File: config.mk
export PLATFORM = sky130hd
export DESIGN_NAME = fetch_unit
export DESIGN_NICKNAME = d
export VERILOG_FILES = /design/src/rtl/fetch_pkg.sv /design/src/rtl/fetch_fifo.sv /design/src/rtl/fetch_unit.sv
export SDC_FILE = /design/constraint.sdc
export NUM_CORES = 1
export LEC_CHECK = 0
export CAP_MARGIN = 20
export CORE_ASPECT_RATIO = 0.6
export CORE_MARGIN = 2
export CORE_UTILIZATION = 45
export CTS_CLUSTER_DIAMETER = 120
export CTS_CLUSTER_SIZE = 10
export DETAILED_ROUTE_END_ITERATION = 6
export PLACE_DENSITY = 0.7
export SETUP_SLACK_MARGIN = 0.4
export SLEW_MARGIN = 25
export SYNTH_ARGS = -nofsm -noshare
export SYNTH_HDL_FRONTEND = slang
export SYNTH_HIERARCHICAL = 1
export SYNTH_SLANG_ARGS = --single-unit
export TNS_END_PERCENT = 10
File: constraint.sdc
create_clock -name clk -period 4.55 [get_ports clk]
set_input_delay 0.91 -clock clk [delete_from_list [all_inputs] [get_ports clk]]
set_output_delay 0.91 -clock clk [all_outputs]
set_load 0.05 [all_outputs]
File: src/rtl/fetch_pkg.sv
// Shared types and constants for the instruction-fetch stage.
package fetch_pkg;

    localparam int XLEN    = 32;
    localparam int INSTR_W = 32;

    typedef logic [XLEN-1:0]    pc_t;
    typedef logic [INSTR_W-1:0] instr_t;

    localparam pc_t    RESET_PC_DEFAULT = 32'h0000_0000;
    localparam instr_t NOP_INSTR        = 32'h0000_0013;

    function automatic pc_t align_word(input pc_t addr);
        return {addr[XLEN-1:2], 2'b00};
    endfunction

endpackage

File: src/rtl/fetch_fifo.sv
// Instruction buffer: synchronous FIFO with flush; head word reads as zero when empty.
module fetch_fifo
    import fetch_pkg::*;
#(
    parameter int DEPTH = 4
) (
    input  logic                   clk,
    input  logic                   rst_n,
    input  logic                   push,
    input  logic                   pop,
    input  logic                   flush,
    input  instr_t                 wdata,
    output instr_t                 rdata,
    output logic [$clog2(DEPTH):0] count
);

    localparam int AW = $clog2(DEPTH);
    localparam logic [AW:0] FULL = (AW + 1)'(DEPTH);

    instr_t          mem_q [DEPTH];
    logic [AW-1:0]   wr_ptr_q, wr_ptr_d;
    logic [AW-1:0]   rd_ptr_q, rd_ptr_d;
    logic [AW:0]     count_q, count_d;
    logic            do_push, do_pop;

    always_comb begin
        do_pop   = pop && (count_q != '0);
        do_push  = push && ((count_q != FULL) || do_pop);
        wr_ptr_d = do_push ? wr_ptr_q + AW'(1) : wr_ptr_q;
        rd_ptr_d = do_pop  ? rd_ptr_q + AW'(1) : rd_ptr_q;
        count_d  = count_q + (AW + 1)'(do_push) - (AW + 1)'(do_pop);
        if (flush) begin
            wr_ptr_d = '0;
            rd_ptr_d = '0;
            count_d  = '0;
        end
    end

    always_ff @(posedge clk or negedge rst_n) begin
        if (!rst_n) begin
            wr_ptr_q <= '0;
            rd_ptr_q <= '0;
            count_q  <= '0;
        end else begin
            wr_ptr_q <= wr_ptr_d;
            rd_ptr_q <= rd_ptr_d;
            count_q  <= count_d;
        end
    end

    // Data storage carries no reset; the empty-gate on rdata hides stale contents.
    always_ff @(posedge clk) begin
        if (do_push && !flush) begin
            mem_q[wr_ptr_q] <= wdata;
        end
    end

    assign rdata = (count_q != '0) ? mem_q[rd_ptr_q] : '0;
    assign count = count_q;

endmodule

File: src/rtl/fetch_unit.sv
// Instruction-fetch stage: PC, credit-limited request issue, stale-response dropping
// on redirect, and a buffered valid/ready interface toward the decoder.
module fetch_unit
    import fetch_pkg::*;
#(
    parameter pc_t RESET_PC = RESET_PC_DEFAULT,
    parameter int  DEPTH    = 4
) (
    input  logic   clk,
    input  logic   rst_n,
    output logic   imem_req,
    output pc_t    imem_addr,
    input  logic   imem_gnt,
    input  logic   imem_rvalid,
    input  instr_t imem_rdata,
    input  logic   redirect,
    input  pc_t    redirect_pc,
    output logic   instr_valid,
    input  logic   instr_ready,
    output instr_t instr,
    output pc_t    instr_pc
);

    localparam int CW = $clog2(DEPTH) + 1;
    localparam logic [CW:0] CREDITS = (CW + 1)'(DEPTH);

    pc_t           fetch_pc_q, fetch_pc_d;
    pc_t           deliver_pc_q, deliver_pc_d;
    logic [CW-1:0] outstanding_q, outstanding_d;
    logic [CW-1:0] drop_cnt_q, drop_cnt_d;
    logic          run_q, run_d;
    logic [CW-1:0] count;
    logic [CW:0]   in_use;
    logic          fire, rsp, keep, pop;
    pc_t           target;
    logic          unused_pc_lsbs;

    assign unused_pc_lsbs = ^redirect_pc[1:0];

    // Requests only start on the first clock after reset releases.
    assign in_use   = {1'b0, outstanding_q} + {1'b0, count};
    assign imem_req = run_q && !redirect && (in_use < CREDITS);

    always_comb begin
        run_d         = 1'b1;
        fire          = imem_req && imem_gnt;
        rsp           = imem_rvalid && (outstanding_q != '0);
        keep          = rsp && (drop_cnt_q == '0);
        pop           = instr_valid && instr_ready;
        target        = align_word(redirect_pc);
        outstanding_d = outstanding_q + CW'(fire) - CW'(rsp);
        drop_cnt_d    = drop_cnt_q - CW'(rsp && (drop_cnt_q != '0));
        fetch_pc_d    = fire ? fetch_pc_q + 32'd4 : fetch_pc_q;
        deliver_pc_d  = pop ? deliver_pc_q + 32'd4 : deliver_pc_q;
        // Everything still in flight after this edge belongs to the old stream.
        if (redirect) begin
            drop_cnt_d   = outstanding_d;
            fetch_pc_d   = target;
            deliver_pc_d = target;
        end
    end

    always_ff @(posedge clk or negedge rst_n) begin
        if (!rst_n) begin
            fetch_pc_q    <= RESET_PC;
            deliver_pc_q  <= RESET_PC;
            outstanding_q <= '0;
            drop_cnt_q    <= '0;
            run_q         <= 1'b0;
        end else begin
            fetch_pc_q    <= fetch_pc_d;
            deliver_pc_q  <= deliver_pc_d;
            outstanding_q <= outstanding_d;
            drop_cnt_q    <= drop_cnt_d;
            run_q         <= run_d;
        end
    end

    fetch_fifo #(
        .DEPTH (DEPTH)
    ) u_fifo (
        .clk   (clk),
        .rst_n (rst_n),
        .push  (keep),
        .pop   (pop),
        .flush (redirect),
        .wdata (imem_rdata),
        .rdata (instr),
        .count (count)
    );

    assign imem_addr   = fetch_pc_q;
    assign instr_valid = (count != '0);
    assign instr_pc    = deliver_pc_q;

endmodule
* Yosys cells after proc, flatten, opt, wreduce, memory -nomap -nowiden
Memories as Yosys holds them, arrays and structs flattened.
Cells that the tools add are included.
** Storage, ports and cells
- Register bits after elaboration :: 78
- Memory bits (writable) :: 128
- Input port bits :: 70
- Word-level logic and storage cells :: 54
- Memories :: 1
** Operators by class
- Add/sub/neg operators :: 10
- Magnitude comparators :: 1
- Equal/unequal tests :: 1
- Muxes and demuxes :: 13
- Reduce and logical (&&, ||, !) cells :: 20
** Memory list
- u_fifo.mem_q :: words 4, bits a word 32, read ports 1, clocked after Yosys merged registers in 0, wr ports 1, RTL line fetch_fifo.sv:20 : instr_t mem_q [DEPTH];
** Operator list (number)
- 2-to-1 mux 32 bit :: 5
- adder 32 x 3 -> 32 bit, second input constant :: 2
- logical AND 1 bit :: 10
- nonzero test 3 bit :: 3
- subtractor 3 x 1 -> 3 bit :: 3
- 2-to-1 mux 2 bit :: 4
- nonzero test 2 bit :: 4
- adder 3 x 1 -> 3 bit :: 2
- 2-to-1 mux 3 bit :: 2
- adder 2 x 1 -> 2 bit, second input constant :: 2
- adder 3 x 3 -> 4 bit :: 1
- < comparator 4 x 3 -> 1 bit, second input constant :: 1
- zero test 3 bit :: 1
- inequality test 3 bit, second input constant :: 1
- 2-to-1 mux 1 bit :: 2
- zero test 1 bit :: 1
- logical OR 1 bit :: 1

* Depth between registers and ports, before layout
- Depth after elaboration :: 8
- Depth in mapped cells :: 13

* Cells and area by module
Netlist, hierarchy kept.
** Modules (own cells, without submodules)
- fetch_fifo :: instances 1, cells an instance 249, area an instance 5308.8 sq um, sequential area each 4018.9 sq um
- fetch_unit :: instances 1, cells an instance 404, area an instance 3723.6 sq um, sequential area each 1676.6 sq um

* Worst setup path after synthesis
OpenSTA, ideal clock, no wires.
- Path type :: input port to flip-flop
- From :: input instr_ready
- To :: memory u_fifo/mem_q[0][0] (netlist bit) (enable)
- Setup time :: 468 ps
- Data arrival time :: 4145 ps
- Data required time :: 4082 ps
- Setup slack :: -63 ps
- Stages on the path :: 5
- Path buffers :: 1
- Cells stage by stage :: o31a_1 -> clkbuf_1 -> o41a_1 -> inv_1 -> nor3b_1
** Between the ends
- Word-level cells in the longest chain between the ends :: 7
** RTL lines
- from (decl) :: RTL line fetch_unit.sv:19 : input logic instr_ready,
- logical AND 1 bit :: RTL line fetch_unit.sv:49 : pop = instr_valid && instr_ready;
- via pop :: RTL line fetch_unit.sv:34 : logic fire, rsp, keep, pop;
- logical AND 1 bit :: RTL line fetch_fifo.sv:27 : do_pop = pop && (count_q != '0);
- logical OR 1 bit :: RTL line fetch_fifo.sv:28 : do_push = push && ((count_q != FULL) || do_pop);
- logical AND 1 bit :: RTL line fetch_fifo.sv:28
- logical AND 1 bit :: RTL line fetch_fifo.sv:53 : if (do_push && !flush) begin
- 2-to-1 mux 1 bit :: RTL line fetch_fifo.sv:53
- 2-to-1 mux 1 bit (implied by the code) :: RTL line fetch_fifo.sv:54 : mem_q[wr_ptr_q] <= wdata;
- to (decl) :: RTL line fetch_fifo.sv:20
The timed path passes the listed nets, and every way through them passes these cells.

* Final worst setup path
- From :: register u_fifo.rd_ptr_q[0]
- To :: output instr[3]
** Between the ends
- Word-level cells in the longest chain between the ends :: 2
** RTL lines
- from (decl) :: RTL line fetch_fifo.sv:22 : logic [AW-1:0] rd_ptr_q, rd_ptr_d;
- from (signal assigned) :: RTL line fetch_fifo.sv:46 : rd_ptr_q <= rd_ptr_d;
- memory (4 x 32 bit)
- 2-to-1 mux 32 bit :: RTL line fetch_fifo.sv:58 : assign rdata = (count_q != '0) ? mem_q[rd_ptr_q] : '0;
- to (decl) :: RTL line fetch_unit.sv:20 : output instr_t instr,
No other way between the ends.

==> metrics.csv <==
stage;metric;value;unit
global_routing;grt ovf;0;
timing;RSZ-0062 raised after global routing;false;
floorplan;Ports;168;
timing;fin crit share;0.822;
clocking;clock slew at reported path FFs;0.06;ns
routing;routed wire length;22100;um
routing;via count;6187;
power_and_ir_drop;Peak VDD IR;0.000318;V
floorplan;DIE HEIGHT;114;um
setup_path;WS Path Type;register to output port;
synthesis;Mapped Cells;653;
setup_path;WP data required;3.64;ns
floorplan;core box area;19800;sq um
clocking;total CTS buffers;24;
synthesis;#FFs+latches synth;202;
finish;fin util;0.587;
clocking;CTS tree;built;
synthesis;syn avg cell area;13.8;sq um
routing;Iteration-0 DRC Markers;430;
floorplan;Starting Density;0.456;
clocking;H-tree levels;1;
timing;Final WS setup;0.808;ns
clocking;hold_buf cts;0;
setup_path;Worst setup EP type;output port;
min_path;HP Class;primary input to async pin;
timing;Final Critical Period;3.74;ns
run;maxcap violations;0;
timing;Final Skew;0.0174;ns
routing;Top Layer Used;met4;
finish;number of antenna diodes;0;
global_routing;total global-route track usage;0.210;
timing;TNS Setup;0;ns
routing;DR vias/cell;5.57;
synthesis;top cells by area, synth;edfxtp_1 (43%), dfrtp_1 (21%), mux4_2 (8.0%);
power_and_ir_drop;Power Dens Cells;466;nW/um^2
setup_path;critical path startpoint category;register;
timing;Slew headroom;0.504;
routing;residual DRC count;0;
routing;first drt pass iteration count;5;
place;port bufs;161;
clocking;clk buf depth;3;
clocking;CTS Sinks;202;
synthesis;Yosys top cell area share;0.426;
clocking;Post-CTS Setup Bufs;0;
floorplan;row cnt;40;
finish;share of cells above drive strength 1;0.109;
clocking;Clock Tree Root;clkbuf_16;
global_routing;first-pass GRT wire length;35100;um
routing;WL met2;10000;um
synthesis;Post-synth ARST share;0.366;
synthesis;Post-synth top flop;edfxtp_1;
routing;wire length on met3;1260;um
synthesis;synthesized area;9030;sq um
power_and_ir_drop;P_leak;4.04;nW
setup_path;Max FO, Critical Path;15;
synthesis;Yosys top cell by area;edfxtp_1;
synthesis;Distinct cells, synth;52;
global_routing;vias in the first global route;6373;
routing;drt wl/cell;19.9;um
setup_path;worst endpoint data arrival time;2.83;ns
synthesis;Seq/Total Area, Yosys;0.631;
finish;commonest non-fill, non-tap cell in the layout;clkdlybuf4s50_1;
global_routing;largest net degree at the start of global routing;54;
place;routability congestion estimate from global placement;0.876;
timing;Max Clk Rate;0.267;GHz
routing;Final ANT Viol Nets;0;
timing;Setup Viol. Count Final;0;
synthesis;Yosys Warn Count;6;
floorplan;die area;21300;sq um
timing;Worst-Margin Slew;0.740;ns
run_status;run status;completed;
clocking;Post-CTS Resized;0;
synthesis;Post-synth EDFFs;128;
timing;final hold vios;0;
finish;number of nets in the layout;909;
clocking;worst skew pair latency;0.50;ns
finish;Area Growth Syn to Fin;28.7;%
routing;Metal-1 WL;10400;um
floorplan;Die Wd;187;um
finish;most frequent cells in the layout;clkdlybuf4s50_1 (159), edfxtp_1 (128), dfrtp_1 (73);
place;HPWL after DPL;15000;um
timing;Slew Viols, Final;0;
place;DP Worst Slack;1.02;ns
global_routing;initial antenna violation count;0;
## final timing paths
path                                           startpoint                              to  slack, ns  depth (start not counted)
setup / recovery           u_fifo/rd_ptr_q[0]$_DFFE_PN0P_                        instr[3]       0.81                          4
hold / removal                                      rst_n        instr_pc[12]$_DFFE_PN0N_       0.41                          1
setup reg to reg                u_fifo/count[2]$_DFF_PN0_         drop_cnt_q[2]$_DFF_PN0_       1.64                         12
hold reg to reg                 imem_addr[26]$_DFFE_PN0N_       imem_addr[26]$_DFFE_PN0N_       0.58                          1
max in group asynchronous                           rst_n  u_fifo/rd_ptr_q[0]$_DFFE_PN0P_       3.01                          2
min in group clk                imem_addr[26]$_DFFE_PN0N_       imem_addr[26]$_DFFE_PN0N_       0.58                          1
## where the power goes
part           switching (mW)  internal (mW)  leakage [nW]
clock network           0.695           1.01         0.329
registers               0.149           2.09          2.05
logic                   0.964          0.518          1.66
total                    1.81           3.61          4.04
## per-layer routing
layer / global-route usage / vias up
li1: - / 2811
met1: 0.314 / 3139
met2: 0.322 / 206
met3: 0.0372 / 31
met4: 0.0503 / 0
met5: 0 / -
## Yosys cell counts (5+ instances only)
cell type / n
mux4_2: 32
edfxtp_1: 128
clkbuf_1: 18
or3_1: 6
nand2_1: 55
buf_2: 7
nor2b_1: 34
nor3_1: 9
and2_1: 5
ha_1: 14
and3_1: 10
o311ai_0: 9
nor3b_1: 5
xnor2_1: 16
dfrtp_1: 74
o21ai_0: 45
nand4_1: 23
nor2_1: 24
inv_1: 14
nand3_1: 26
and4_1: 10
o211ai_1: 13
xor2_1: 20
a21oi_1: 8
## stage by stage
stage	hold slack, ns	power (mW)	cells	area, sq um
final	0.414	5.42	1110	11600
after CTS	0.429	5.47	1110	11600
after floorplan	0.522	3.19	656	9040
after global routing	0.454	5.65	1110	11600
after global placement	0.550	3.71	1070	10900
after detailed placement	0.563	3.75	1070	10900
## critical path, stage by stage (launching register included)
cell	delay [ns]
dfrtp_2	0.54
buf_4	0.37
mux4_2	0.55
nor2b_1	0.15
clkdlybuf4s50_1	0.72
## final cells by class
cell class | instances | area, sq um
clock inverters | 1 | 8.76
inverters | 16 | 60.1
repair buffers | 174 | 1700
multi-input cells | 405 | 3140
clock buffers | 39 | 678
flip-flops and latches | 202 | 5700
fillers | 1596 | 8190
well taps | 273 | 342
## cells by family after synthesis
kind of cell / Yosys count / synth area share
and+or+nand+nor: 220 / 0.134
DFF: 202 / 0.631
AOI/OAI and AO/OA: 91 / 0.0632
buffers and inverters: 49 / 0.0263
muxes: 37 / 0.0860
xor gates and xnor gates: 36 / 0.0349
adders and majority gates: 16 / 0.0238
other: 2 / 0.000831
## sequential cells by signal, indices dropped and copies added (netlist names)
signal           cells
drop_cnt_q           3
imem_addr           30
instr_pc            30
outstanding_q        3
run_q                1
u_fifo/count         3
u_fifo/mem_q       128
u_fifo/rd_ptr_q      2
u_fifo/wr_ptr_q      2
Power figures use the tool's default switching activity.
